### src/rtl/rc4_stream_xor.sv
// Consumer side of the RC4 keystream interface: buffers keystream bytes, optionally
// drops a prefix, and XORs each message byte with the next keystream byte.
module rc4_stream_xor #(
    parameter int KS_DEPTH = 4,
    parameter int LEN_W    = 16
) (
    input  logic             clk,
    input  logic             rst_n,
    input  logic             start,
    input  logic [LEN_W-1:0] msg_len,
    input  logic [LEN_W-1:0] drop_len,
    input  logic [7:0]       ks_data,
    input  logic             ks_valid,
    output logic             ks_ready,
    input  logic [7:0]       din,
    input  logic             din_valid,
    output logic             din_ready,
    output logic [7:0]       dout,
    output logic             dout_valid,
    input  logic             dout_ready,
    output logic             dout_last,
    output logic             busy,
    output logic             done
);

    localparam int AW = $clog2(KS_DEPTH);

    typedef enum logic [1:0] {
        IDLE  = 2'd0,
        DROP  = 2'd1,
        RUN   = 2'd2,
        DRAIN = 2'd3
    } state_t;

    state_t state, state_next;

    logic [LEN_W-1:0] remain;
    logic [LEN_W-1:0] fetch;
    logic [LEN_W-1:0] drop_cnt;

    logic [7:0]  mem [KS_DEPTH];
    logic [AW:0] wr_ptr;
    logic [AW:0] rd_ptr;
    logic        fifo_full;
    logic        fifo_empty;

    logic ks_xfer;
    logic din_xfer;
    logic dout_xfer;
    logic push;

    // One extra pointer bit distinguishes full from empty when the indices match.
    assign fifo_empty = (wr_ptr == rd_ptr);
    assign fifo_full  = (wr_ptr[AW] != rd_ptr[AW]) && (wr_ptr[AW-1:0] == rd_ptr[AW-1:0]);

    assign ks_xfer   = ks_valid && ks_ready;
    assign din_xfer  = din_valid && din_ready;
    assign dout_xfer = dout_valid && dout_ready;
    assign push      = ks_xfer && (state == RUN);
    assign busy      = (state != IDLE);

    // NOTE: every output of this block gets a default first, so no path leaves a
    // signal unassigned and no latch is inferred.
    always_comb begin
        state_next = state;
        ks_ready   = 1'b0;
        din_ready  = 1'b0;
        case (state)
            IDLE: begin
                if (start && (msg_len != '0))
                    state_next = (drop_len != '0) ? DROP : RUN;
            end
            DROP: begin
                ks_ready = 1'b1;
                if (ks_valid && (drop_cnt == LEN_W'(1)))
                    state_next = RUN;
            end
            RUN: begin
                ks_ready  = !fifo_full && (fetch != '0);
                din_ready = !fifo_empty && (!dout_valid || dout_ready);
                if (din_valid && din_ready && (remain == LEN_W'(1)))
                    state_next = DRAIN;
            end
            DRAIN: begin
                if (dout_xfer && dout_last)
                    state_next = IDLE;
            end
            default: state_next = IDLE;
        endcase
    end

    // NOTE: sequential state uses non-blocking assignments so every register
    // samples the pre-edge values of its peers.
    always_ff @(posedge clk or negedge rst_n) begin
        if (!rst_n)
            state <= IDLE;
        else
            state <= state_next;
    end

    always_ff @(posedge clk or negedge rst_n) begin
        if (!rst_n) begin
            remain     <= '0;
            fetch      <= '0;
            drop_cnt   <= '0;
            wr_ptr     <= '0;
            rd_ptr     <= '0;
            dout       <= '0;
            dout_valid <= 1'b0;
            dout_last  <= 1'b0;
            done       <= 1'b0;
        end else begin
            done <= 1'b0;
            case (state)
                IDLE: begin
                    if (start) begin
                        remain   <= msg_len;
                        fetch    <= msg_len;
                        drop_cnt <= drop_len;
                        done     <= (msg_len == '0);
                    end
                end
                DROP: begin
                    if (ks_xfer)
                        drop_cnt <= drop_cnt - LEN_W'(1);
                end
                RUN: begin
                    if (push)
                        fetch <= fetch - LEN_W'(1);
                    if (din_xfer)
                        remain <= remain - LEN_W'(1);
                end
                DRAIN: begin
                    if (dout_xfer && dout_last)
                        done <= 1'b1;
                end
                default: ;
            endcase

            if (push)
                wr_ptr <= wr_ptr + 1'b1;

            // A new byte may replace the held one in the same cycle it is taken.
            if (din_xfer) begin
                rd_ptr     <= rd_ptr + 1'b1;
                dout       <= din ^ mem[rd_ptr[AW-1:0]];
                dout_valid <= 1'b1;
                dout_last  <= (remain == LEN_W'(1));
            end else if (dout_xfer) begin
                dout_valid <= 1'b0;
                dout_last  <= 1'b0;
            end
        end
    end

    // NOTE: the storage array is not reset; the pointers alone define which
    // entries hold valid keystream, so clearing the bytes buys nothing.
    always_ff @(posedge clk) begin
        if (push)
            mem[wr_ptr[AW-1:0]] <= ks_data;
    end

endmodule

### config.mk
export PLATFORM = sky130hd
export DESIGN_NAME = rc4_stream_xor
export DESIGN_NICKNAME = d
export VERILOG_FILES = /design/src/rtl/rc4_stream_xor.sv
export SDC_FILE = /design/constraint.sdc
export NUM_CORES = 1
export LEC_CHECK = 0
export CAP_MARGIN = 15
export CORE_MARGIN = 5
export CORE_UTILIZATION = 40
export CTS_BUF_LIST = sky130_fd_sc_hd__clkbuf_2
export DETAILED_ROUTE_END_ITERATION = 6
export HOLD_SLACK_MARGIN = 0.02
export PLACE_DENSITY = 0.63
export SYNTH_ARGS = -nofsm -noshare
export SYNTH_HDL_FRONTEND = slang
export SYNTH_SLANG_ARGS = --single-unit
export TNS_END_PERCENT = 20
### constraint.sdc
create_clock -name clk -period 3.1 [get_ports clk]
set_input_delay 0.93 -clock clk [delete_from_list [all_inputs] [get_ports clk]]
set_output_delay 0.93 -clock clk [all_outputs]
set_load 0.02 [all_outputs]
==> results of run 1 <==
[timing repair]
action,4_1_cts,5_1_grt
resized for setup,9,9
pin swaps,2,5
setup buffers,4,2
endpoints found under the setup margin,3,2
[logic make-up after synthesis]
family,synth area share [%]
and+or+nand+nor,19.2
AOI/OAI and AO/OA,17.4
DFF,47.4
buffers and inverters,3.58
muxes,6.25
xor gates and xnor gates,2.79
adders and majority gates,3.37
[worst reg2reg max path, stage by stage (launching register included)]
cell and delay, ps:
dfrtp_1 470, inv_1 100, ha_1 200, buf_4 430
clkinv_1 250, o21ai_2 300, o21a_1 360, buf_4 230
nor2_1 50, nor3_1 210
[sequential cells by signal (all words and copies together) (netlist names)]
name / cells
remain: 16
fetch: 16
dout_valid: 1
done: 1
drop_cnt: 16
rd_ptr: 3
state: 2
dout_last: 1
mem: 32
wr_ptr: 3
dout: 8
[layer usage]
metal	vias to the layer above	global-route usage [%]	part of all wire [%]
li1	2279	-	-
met2	125	29.2	48
met4	0	5.37	1.6
met3	20	3.75	4.8
met5	-	0	0
met1	2346	24.1	45
[final timing paths]
check / slack, ps / start / endpoint
setup / recovery: -40 / fetch[12] / ks_ready
hold / removal: 240 / rst_n / remain[11]
setup reg to reg: 460 / state[0] / remain[10]
hold reg to reg: 530 / dout[0] / dout[0]
max in group asynchronous: 2520 / rst_n / wr_ptr[2]
min in group clk: 530 / dout[0] / dout[0]
[layout by cell type, fill, tap and decap left out, types with 11 or more instances in the layout]
cell type | netlist | routed
a21oi_1 | 34 | 33
edfxtp_1 | 32 | 32
buf_4 | 1 | 31
nor2_1 | 31 | 28
inv_1 | 20 | 20
mux2i_1 | 13 | 13
nand2_1 | 40 | 40
nor3_1 | 30 | 30
clkdlybuf4s50_1 | 0 | 63
nor4_1 | 11 | 11
o21ai_0 | 22 | 22
o22ai_1 | 37 | 37
nand3_1 | 26 | 26
ha_1 | 15 | 15
o21ai_1 | 14 | 13
dfrtp_1 | 67 | 67
xnor2_1 | 12 | 12
[layout make-up]
cell class / instances / area, µm² / area share (%)
tap: 180 / 225 / 3.32
inverter: 21 / 78.8 / 1.16
timing repair buffer: 100 / 933 / 13.8
antenna: 1 / 2.50 / 0.0369
sequential: 99 / 2640 / 38.9
multi-input combinational: 403 / 2770 / 40.9
clock buffer: 9 / 45.0 / 0.665
clock inverter: 7 / 81.3 / 1.20
[per-stage QoR]
step | hold WS, ps | worst slack [ps] | std cells
CTS | 211 | -73.7 | 817
finish | 237 | -37.9 | 820
floorplan | 486 | 434 | 551
global route | 210 | -135 | 820
global placement | 471 | -263 | 797
detailed placement | 474 | -247 | 797
[cell usage after synthesis (13+ instances only)]
master | count | area share, %
dfrtp_1 | 67 | 30
nand2_1 | 40 | 2.7
o22ai_1 | 37 | 4.2
a21oi_1 | 34 | 3.1
edfxtp_1 | 32 | 17
nor2_1 | 31 | 2.1
nor3_1 | 30 | 2.7
nand3_1 | 26 | 2.3
clkbuf_1 | 23 | 1.6
o21ai_0 | 22 | 2.0
inv_1 | 20 | 1.3
ha_1 | 15 | 3.4
o21ai_1 | 14 | 1.3
mux2i_1 | 13 | 2.3
[power by group]
part	internal, mW	total, mW	leakage [nW]	switching (mW)
clock	0.148	0.688	0.0786	0.540
combinational	1.53	3.43	1.43	1.90
sequential	1.81	2.36	1.09	0.547
total	3.49	6.48	2.59	2.98
==> impl_metrics.tcl, run 1 <==
set metrics [dict create \
    ys.flop_type "dfrtp_1" \
    utilization_pct 49.2 \
    grt.overflow.total 0 \
    cp_slowest_cell "or4_4" \
    fin_setup_tns_ps -37.9 \
    grt_pass1_vias 4533 \
    hold_class "input pin to async pin" \
    grt_start_max_net_pins 68 \
    rows 43 \
    clock_skew_ps 42.7 \
    maxCapViolCount 0 \
    ios 68 \
    vias_per_cell 5.82 \
    arrival_ps 2210 \
    chipHeight_um 128 \
    fin_crit_ps 3140 \
    path_max_fanout 4 \
    fill_cells 1284 \
    first_pass_iters 5 \
    synth_seq_cells 99 \
    timing.fmax_mhz 319 \
    p_leak_nw 2.59 \
    wl_um 14700 \
    avgSynthCellArea_um2 10.1 \
    grt_use_total_pct 17.9 \
    io_buffers 67 \
    setup_ws_ps -37.9 \
    drive_above_1_share_pct 13.8 \
    ys_seq_area_share_pct 47.4 \
    fin_nets 703 \
    cts-hold-fix-buffers 0 \
    dieArea_mm2 0.0164 \
    finalMaxSlewViolations 0 \
    period_share_pct 101 \
    synthArstFlopShare_pct 67.7 \
    peakVddDrop_mv 0.425 \
    core_mm2 0.0138 \
    status "finished, violations left" \
    crit_path_start_kind "register" \
    clk_pin_slew_ps 320 \
    synth-warning-count 0 \
    dr.first_iter.drc_count 310 \
    hpwl_um 10200 \
    critPathTopFamily "simple AND/OR/NAND/NOR gates" \
    synth_cell_types 67 \
    antenna_found_initial 1 \
    syn-instance-count 551 \
    clk_latency_ps 650 \
    violations "setup timing" \
    rr_worst_depth 9 \
    syn2layout_area_growth_pct 21.8 \
    drc_errors 0 \
    cts-buffers-inserted 9 \
    cp-end-kind "output pin" \
    place_area_mm2 0.00657 \
    cp_cell_sequence "or4_4 > nor2_4 > a21oi_2 > nor2_2 > nor2_2 > buf_6" \
    cts_root_buffer "clkbuf_2" \
    globalplace.congestion 0.865 \
    cts_max_level 3 \
    path_common_cell "nor2_2" \
    synth_edf_count 32 \
    relSlewSlack_pct 43.7 \
    die_w_um 128 \
    cts.sinks 99 \
    synth_fp_nets 620 \
    worst-endpoint-required_ps 2170 \
    slowest_delay_ps 590 \
    syn-cell-area_mm2 0.00556 \
    rsz0062_at_grt "yes" \
    power.total_mw 6.48 \
    grt_first_pass_wirelength_um 23400 \
    setup_viol 1 \
    design_area_mm2 0.00678 \
    hold_viol 0 \
    clockBufferDepth 2 \
    tightest_slew_ps 839 \
    start_util_pct 40.4 \
    crit_cells 6 \
    wl_per_cell_um 17.9 \
    dr_total_vias 4770 \
    cts_tree "yes" \
    path_buf_inv 1 \
    crit_type "register to output pin" \
    powerDensity_mw_per_mm2 956 \
    antenna_left 0 \
]
Note: power is estimated with default switching activity, not from simulation.
==> run 2: changes to the inputs <==
--- a/config.mk
+++ b/config.mk
@@ -10,6 +10,7 @@
 export CORE_UTILIZATION = 40
 export CTS_BUF_LIST = sky130_fd_sc_hd__clkbuf_2
 export DETAILED_ROUTE_END_ITERATION = 6
+export GPL_TIMING_DRIVEN = 0
 export HOLD_SLACK_MARGIN = 0.02
 export PLACE_DENSITY = 0.63
 export SYNTH_ARGS = -nofsm -noshare
==> run 2 against run 1 <==
  * The flow still finishes with violations (setup timing)
  * Critical path depth is 2 higher
  * Sequential share of layout area is 0.90 points lower
  * Setup slack better by 28 ps
  * Via count is 2.7% higher
  * Die area stayed put
  * First-iteration DRC count is 45% higher
  * Total power is 4.7% higher
  * Register-to-register slack worse by 210 ps
  * Combinational power is 7.9% higher
  * Non-clock buffer count is 13 higher
  * Wire length is 8.0% higher
  * Worst hold slack worse by 68 ps
==> impl_metrics.tcl, run 2 (synthesis results as in run 1) <==
set metrics [dict create \
    path_max_fanout 3 \
    worst-endpoint-required_ps 2170 \
    cts-hold-fix-buffers 0 \
    relSlewSlack_pct 45.7 \
    ios 68 \
    grt_pass1_vias 4724 \
    place_area_mm2 0.00648 \
    vias_per_cell 5.88 \
    tightest_slew_ps 808 \
    antenna_found_initial 1 \
    rsz0062_at_grt "yes" \
    final_cell_mix "clkdlybuf4s50_1 (63), dfrtp_1 (62), nand2_1 (40), o22ai_1 (37), a21oi_1 (33)" \
    dr_wl_met3_um 864 \
    powerDensity_mw_per_mm2 975 \
    period_share_pct 100 \
    final_common_cell "clkdlybuf4s50_1" \
    core_mm2 0.0138 \
    antenna_left 0 \
    largest_reg_flops 32 \
    cts_root_buffer "clkbuf_2" \
    grt_use_total_pct 19.6 \
    timing.rr.start "state[1]" \
    fin_setup_tns_ps -10.1 \
    top_layer "met4" \
    cp-end-kind "output pin" \
    rows 43 \
    grt.overflow.total 0 \
    hold_viol 0 \
    dr.first_iter.drc_count 449 \
    globalplace.congestion 0.893 \
    fin_crit_ps 3110 \
    hold_class "input pin to async pin" \
    dr_total_vias 4899 \
    clock_skew_ps 49.5 \
    setup_ws_ps -10.1 \
    grt_first_pass_wirelength_um 25300 \
    fin_nets 716 \
    p_leak_nw 2.61 \
    cts_tree "yes" \
    critPathLaunch "fetch[1]" \
    cts_max_level 3 \
    fill_cells 1293 \
    peakVddDrop_mv 0.344 \
    crit_path_start_kind "register" \
    syn2layout_area_growth_pct 25.0 \
    maxCapViolCount 0 \
    first_pass_iters 5 \
    drive_above_1_share_pct 15.3 \
    drc_errors 0 \
    setup_viol 1 \
    dieArea_mm2 0.0164 \
    grt_start_max_net_pins 36 \
    clk_pin_slew_ps 330 \
    io_buffers 67 \
    clockBufferDepth 2 \
    design_area_mm2 0.00695 \
    violations "setup timing" \
    wl_um 15900 \
    wl_met1_um 7010 \
    die_w_um 128 \
    status "finished, violations left" \
    wl_per_cell_um 19.0 \
    timing.fmax_mhz 322 \
    hpwl_um 11200 \
    cts-buffers-inserted 9 \
    chipHeight_um 128 \
    start_util_pct 40.4 \
    crit_type "register to output pin" \
    dr_wl_met2_um 7630 \
    multi_input_area_mm2 0.00285 \
    regArea_mm2 0.00264 \
    arrival_ps 2180 \
    cts.sinks 99 \
    clk_latency_ps 640 \
    finalMaxSlewViolations 0 \
]
run 2: layout make-up:
class / count / area share (%)
clock inverter: 7 / 1.21
sequential: 99 / 38.0
antenna: 1 / 0.0360
inverter: 21 / 1.13
multi-input combinational: 403 / 40.9
clock buffer: 9 / 0.648
buffer: 27 / 2.99
tap: 180 / 3.24
timing repair buffer: 86 / 11.8
run 2: path summary, 6_finish.rpt:
kind | to | slack, ps | cells after the start
setup / recovery | ks_ready | -10 | 8
hold / removal | remain[13] | 170 | 1
setup reg to reg | mem[2][5] | 250 | 7
hold reg to reg | dout[5] | 530 | 2
max in group asynchronous | remain[7] | 2340 | 2
min in group clk | dout[5] | 530 | 2
run 2: timing repair:
item	CTS	global route
cloned	0	0
setup endpoints to repair	3	16
resized for setup	58	16
pin swaps	6	2
setup buffers	13	5
run 2: power by group:
part / internal (mW) / switching, mW
combinational: 1.66 / 2.04
clock: 0.145 / 0.529
sequential: 1.82 / 0.589
run 2: worst max-delay path, stage by stage (launching register included):
cell	delay, ps
dfrtp_2	490
inv_2	70
ha_2	170
nor4b_2	190
and3_4	240
a21oi_2	60
nor2_1	100
nor2_1	70
buf_4	160
run 2: metrics by stage:
step | setup WS [ps] | hold WS (ps) | total power, mW | std cells | utilization (%)
2_1_floorplan | 434 | 486 | 4.60 | 551 | -
4_1_cts | -68.2 | 138 | 6.63 | 828 | 49.9
3_5_place_dp | -734 | 480 | 5.66 | 799 | 47.0
3_3_place_gp | -1450 | 470 | 5.55 | 798 | 46.9
6_report | -10.1 | 169 | 6.78 | 833 | 50.5
5_1_grt | -118 | 125 | 7.27 | 833 | 50.5
run 2: per-layer routing:
layer | vias up | GRT usage (%)
li1 | 2300 | -
met1 | 2406 | 25.8
met2 | 161 | 31.9
met3 | 32 | 4.58
met4 | 0 | 6.55
met5 | - | 0
==> run 3: changes to the inputs <==
==> constraint.sdc (replaced) <==
create_clock -name clk -period 3.1 [get_ports clk]
set_input_delay 0.93 -clock clk [delete_from_list [all_inputs] [get_ports clk]]
set_output_delay 0.93 -clock clk [all_outputs]
set_load 0.005 [all_outputs]
==> run 3 against run 2 <==
  * The run now ends clean
  * Total power decreased by 1.3%
  * First-iteration DRC count shrank 12%
  * Clock power barely moved
  * Wire length is 0.83% higher
  * Sequential share of layout area unchanged
  * Fmax is 0.33% higher
  * Setup slack improved by 10 ps
  * Final cell count grew 0.12%
  * Die area did not move
  * Utilization unchanged
  * Non-clock buffer count up 1
  * Critical endpoint unchanged
==> impl_metrics.tcl, run 3 (synthesis results as in run 1) <==
set metrics [dict create \
    worst-endpoint-required_ps 2170 \
    largest_reg_flops 32 \
    rsz0062_at_grt "yes" \
    first_pass_iters 5 \
    cp_cell_sequence "inv_1 > ha_1 > nor4b_4 > and3_4 > a21oi_2 > nor2_1 > nor2_1 > buf_2" \
    peakVddDrop_mv 0.338 \
    fin_setup_tns_ps 0 \
    final_common_cell "clkdlybuf4s50_1" \
    clk_pin_slew_ps 330 \
    clk_latency_ps 640 \
    clockBufferDepth 2 \
    syn2layout_area_growth_pct 25.0 \
    drc_errors 0 \
    grt_pass1_vias 4763 \
    setup_ws_ps 0.115 \
    dr.first_iter.drc_count 396 \
    crit_type "register to output pin" \
    grt_start_max_net_pins 36 \
    status "finished, final reports clean" \
    design_area_mm2 0.00695 \
    path_max_fanout 3 \
    cts_root_buffer "clkbuf_2" \
    fin_crit_ps 3100 \
    powerDensity_mw_per_mm2 962 \
    rows 43 \
    finalMaxSlewViolations 0 \
    antenna_left 0 \
    hold_viol 0 \
    cts_tree "yes" \
    relSlewSlack_pct 46.1 \
    drive_above_1_share_pct 14.7 \
    timing.fmax_mhz 323 \
    dr_total_vias 4914 \
    crit_path_start_kind "register" \
    ios 68 \
    place_area_mm2 0.00648 \
    antenna_found_initial 1 \
    clock_skew_ps 45.2 \
    maxCapViolCount 0 \
    hold_class "input pin to async pin" \
    cts-buffers-inserted 9 \
    slowest_delay_ps 490 \
    cts_max_level 3 \
    wl_um 16000 \
    path_common_cell "nor2_1" \
    cts-hold-fix-buffers 0 \
    hpwl_um 11200 \
    final_cell_mix "clkdlybuf4s50_1 (63), dfrtp_1 (62), nand2_1 (40), o22ai_1 (37), a21oi_1 (33)" \
    setup_viol 0 \
    chipHeight_um 128 \
    fin_nets 717 \
    globalplace.congestion 0.893 \
    cp_slowest_cell "dfrtp_2" \
    grt.overflow.total 0 \
    dieArea_mm2 0.0164 \
    tightest_slew_ps 802 \
    vias_per_cell 5.89 \
    arrival_ps 2170 \
    grt_use_total_pct 19.7 \
    die_w_um 128 \
    io_buffers 67 \
    hold_slack_ps 173 \
    dp_worst_setup_slack_ps -632 \
    grt_first_pass_wirelength_um 25500 \
    cp-end-kind "output pin" \
    wl_per_cell_um 19.2 \
    cts.sinks 99 \
    start_util_pct 40.4 \
    period_share_pct 100 \
    core_mm2 0.0138 \
    p_leak_nw 2.62 \
]
[run 3: critical path: cells and delay by family (launching register included)]
kind | cells | cell delay [ps]
AOI/OAI and AO/OA | 1 | 60
and+or+nand+nor | 4 | 590
buffers and inverters | 2 | 230
DFF | 1 | 490
adders and majority gates | 1 | 160
[run 3: path summary, 6_finish.rpt]
check                          from          to  slack, ps  depth (start not counted)
max in group asynchronous     rst_n   remain[5]       2340                          2
setup reg to reg           state[1]   mem[2][5]        260                          7
min in group clk            dout[5]     dout[5]        530                          2
hold / removal                rst_n  remain[13]        170                          1
hold reg to reg             dout[5]     dout[5]        530                          2
setup / recovery           fetch[1]    ks_ready        0.1                          8
[run 3: area by class of cell]
type / count / area, µm²
well taps: 180 / 225
clock buffers: 9 / 45.0
flip-flops and latches: 99 / 2640
fillers: 1284 / 6820
diodes: 1 / 2.50
clock inverters: 7 / 83.8
multi-input cells: 403 / 2830
plain buffers: 27 / 219
inverters: 21 / 81.3
repair buffers: 87 / 820
[run 3: what timing repair did]
item | in CTS | in global routing
setup buffers | 15 | 4
pin swaps | 5 | 2
gates resized for setup | 54 | 11
setup endpoints to repair | 3 | 20
[run 3: power by group]
part           switching (mW)  internal (mW)
clock                   0.531          0.145
combinational            1.96           1.64
sequential              0.596           1.82
[run 3: layer usage]
metal	track usage (%)	share of wire, %
met5	0	0
met2	32.0	48
met4	6.74	2.3
met1	25.7	44
met3	5.04	5.9
[run 3: through the flow]
stage | power (mW) | util (%) | cells
final | 6.69 | 50.5 | 834
after global routing | 7.17 | 50.5 | 834
after CTS | 6.56 | 50.0 | 830
after detailed placement | 5.57 | 47.0 | 799
after global placement | 5.46 | 46.9 | 798
after floorplan | 4.52 | - | 551
==> RTL change: new RTL, flow settings as in run 2 <==
Encoding of `state_t`: now one-hot (4 bits for 4 states).
--- a/src/rtl/rc4_stream_xor.sv
+++ b/src/rtl/rc4_stream_xor.sv
@@ -25,11 +25,11 @@
 
     localparam int AW = $clog2(KS_DEPTH);
 
-    typedef enum logic [1:0] {
-        IDLE  = 2'd0,
-        DROP  = 2'd1,
-        RUN   = 2'd2,
-        DRAIN = 2'd3
+    typedef enum logic [3:0] {
+        IDLE  = 4'b0001,
+        DROP  = 4'b0010,
+        RUN   = 4'b0100,
+        DRAIN = 4'b1000
     } state_t;
 
     state_t state, state_next;
Behaviour: no difference found for any inputs over 4 cycles, from zero or initial values and one cycle with rst_n low; so few cycles prove little.
==> RTL change against run 2 <==
  * Critical path depth fell by 3
  * Cell count shrank 3.5%
  * Global-route usage up 0.16 points
  * Via count decreased by 2.9%
  * Cell area down 4.3%
  * Power decreased by 22%
  * Worst setup slack gained 0.089 ns
  * Sequential cell count rose by 2
  * Wire length is 0.37% lower
  * Core utilization is 0.055 points lower
  * Area after synthesis decreased by 3.4%
  * Clock skew decreased by 0.026 ns
==> RTL change: results (changes against run 2) <==
* Most frequent cells after synthesis: dfrtp_1, a21oi_1, nand2_1 (was dfrtp_1, nand2_1, o22ai_1)
* Worst stage delay on the critical path at about 0.50 ns
* Total wire length at 15.8 mm (was 15.9 mm)
* Vias at 4757 (was 4899)
* Port Buffers at 67 (unchanged)
* Reg-to-Reg End: mem[0][0] (was mem[2][5])
* Max reg flops at 32 (unchanged)
* GR Util met1 at 26.2% (was 25.8%)
* Final period util at 97.4% (was 100%)
* Gr usage total at 19.8% (was 19.6%)
* Layout cell share with drive strength beyond 1 at 14.2% (was 15.3%)
* Slowest CP cell: dfrtp_2 (unchanged)
* Grt met2 use at 31.3% (was 31.9%)
* Total CTS buffers at 9 (unchanged)
* Drt first pass iters at 5 (unchanged)
* Root Driver: clkbuf_2 (unchanged)
* Post-synth ARST share at 68.3% (was 67.7%)
* Ant. Diodes at 0 (was 1)
* Leakage at 2.38 nW (was 2.61 nW)
* Hold Slack at 0.147 ns (was 0.169 ns)
* Worst R2R Setup Slack at 0.36 ns (was 0.25 ns)
* GPL Wtd Cong at 0.889 (was 0.893)
* Clk_lat worst skew at 0.62 ns (was 0.64 ns)
* Worst R2R Start: state[3] (was state[1])
* Pre-CTS setup slack at -0.693 ns (was -0.734 ns)
* Post-DP HPWL at 11.0 mm (was 11.2 mm)
* Number of fill cells at 1199 (was 1293)
* Max_slew headroom at 38.2% (was 45.7%)
* Worst Hold Class: in2async (unchanged)
* Seq/Total Area, Yosys at 50.0% (was 47.4%)
* Yosys cell types at 68 (was 67)
* Largest cells by area after synthesis: dfrtp_1, edfxtp_1, a21oi_1 (was dfrtp_1, edfxtp_1, o22ai_1)
* Finished Layout Cells at 804 (was 833)
* Clk_skew at 0.0230 ns (was 0.0495 ns)
* Sw Pwr at 2.29 mW (was 3.16 mW)
* Arrival @ worst endpoint at 2.09 ns (was 2.18 ns)
* Post-Syn Area per Cell at 10.1 um2 (about the same)
* Routed wl met3 at 1.12 mm (was 864 um)
* First-pass GRT wire length at 25.0 mm (was 25.3 mm)
* WL met1 at 6.91 mm (was 7.01 mm)
* Cell count of the worst reg-to-reg path at 7 (unchanged)
* CP max FO at 4 (was 3)
* Met3 Resource Use GR at 6.18% (was 4.58%)
* Outcome: complete, no violations (was finished with violations)
* Starting DRT DRC Count at 545 (was 449)
* GR peak layer: met2 (unchanged)
* Final #Nets at 688 (was 716)
* Initial antenna violation count at 0 (was 1)
* Wire length on met2 at 7.54 mm (was 7.63 mm)
* Largest net degree at the start of global routing at 51 (was 36)
* Cell Area, Placed at 6290 um2 (was 6480 um2)
* YS warnings at 0 (unchanged)
* Number of global-route vias before repair at 4683 (was 4724)
* Post-synth EDFFs at 32 (unchanged)
* Delay-heaviest family, CP: simple AND/OR/NAND/NOR gates (unchanged)
* Placed cells at 777 (was 799)
* Worst-path clk slew at 0.30 ns (was 0.33 ns)
* DR top layer: met4 (unchanged)
* Syn Nets at 598 (was 620)
* Peak supply drop at 0.323 mV (was 0.344 mV)
RTL change: cell count changes after synthesis, sizes merged, moves of 10 or more:
| cell | delta |
|---|---|
| nor3 | -21 |
| o22ai | -25 |
| inv | -11 |
| mux2i | -12 |
| nor4 | +14 |
| a21oi | +18 |
| nor2 | +11 |
| nand3 | -13 |
| nand2 | +10 |
RTL change: how the worst max path moves through the flow:
stage / startpoint / end / cells past startpoint
floorplan: state[3] / ks_ready / 5
global placement: rst_n / dout[2] / 1
detailed placement: state[3] / ks_ready / 6
CTS: state[2] / ks_ready / 4
global route: state[3] / din_ready / 5
finish: state[3] / din_ready / 5
RTL change: kinds of logic after synthesis:
logic type               share of synthesized area (%)
AO/OA/AOI/OAI                                     18.8
XOR/XNOR                                          2.61
adder cells (fa/ha/maj)                           2.56
buffers and inverters                             2.91
flip-flops                                        50.0
multiplexers                                      3.75
AND/OR/NAND/NOR                                   19.4
RTL change: power by group through the flow:
stage	logic, mW	registers, mW	clock network, mW
6_report	2.32	2.30	0.635
5_1_grt	2.57	2.37	0.716
4_1_cts	2.30	2.23	0.665
3_5_place_dp	2.13	2.25	0
3_3_place_gp	2.08	2.24	0
2_1_floorplan	1.41	2.22	0
RTL change: area by class of cell:
cell class                 instances  area, um2  share of cell area, %
clock inverter                     7       62.6                  0.941
clock buffer                       9       45.0                  0.677
multi-input combinational        394       2670                   40.1
tap                              176        220                   3.31
inverter                           9       33.8                  0.508
buffer                            24        109                   1.64
timing repair buffer              84        813                   12.2
sequential                       101       2700                   40.6
RTL change: timing repair:
action / 4_1_cts / 5_1_grt
gates resized for setup: 39 / 17
pin swaps: 3 / 7
cloned: 0 / 0
setup buffers: 13 / 4
setup endpoints to repair: 3 / 3
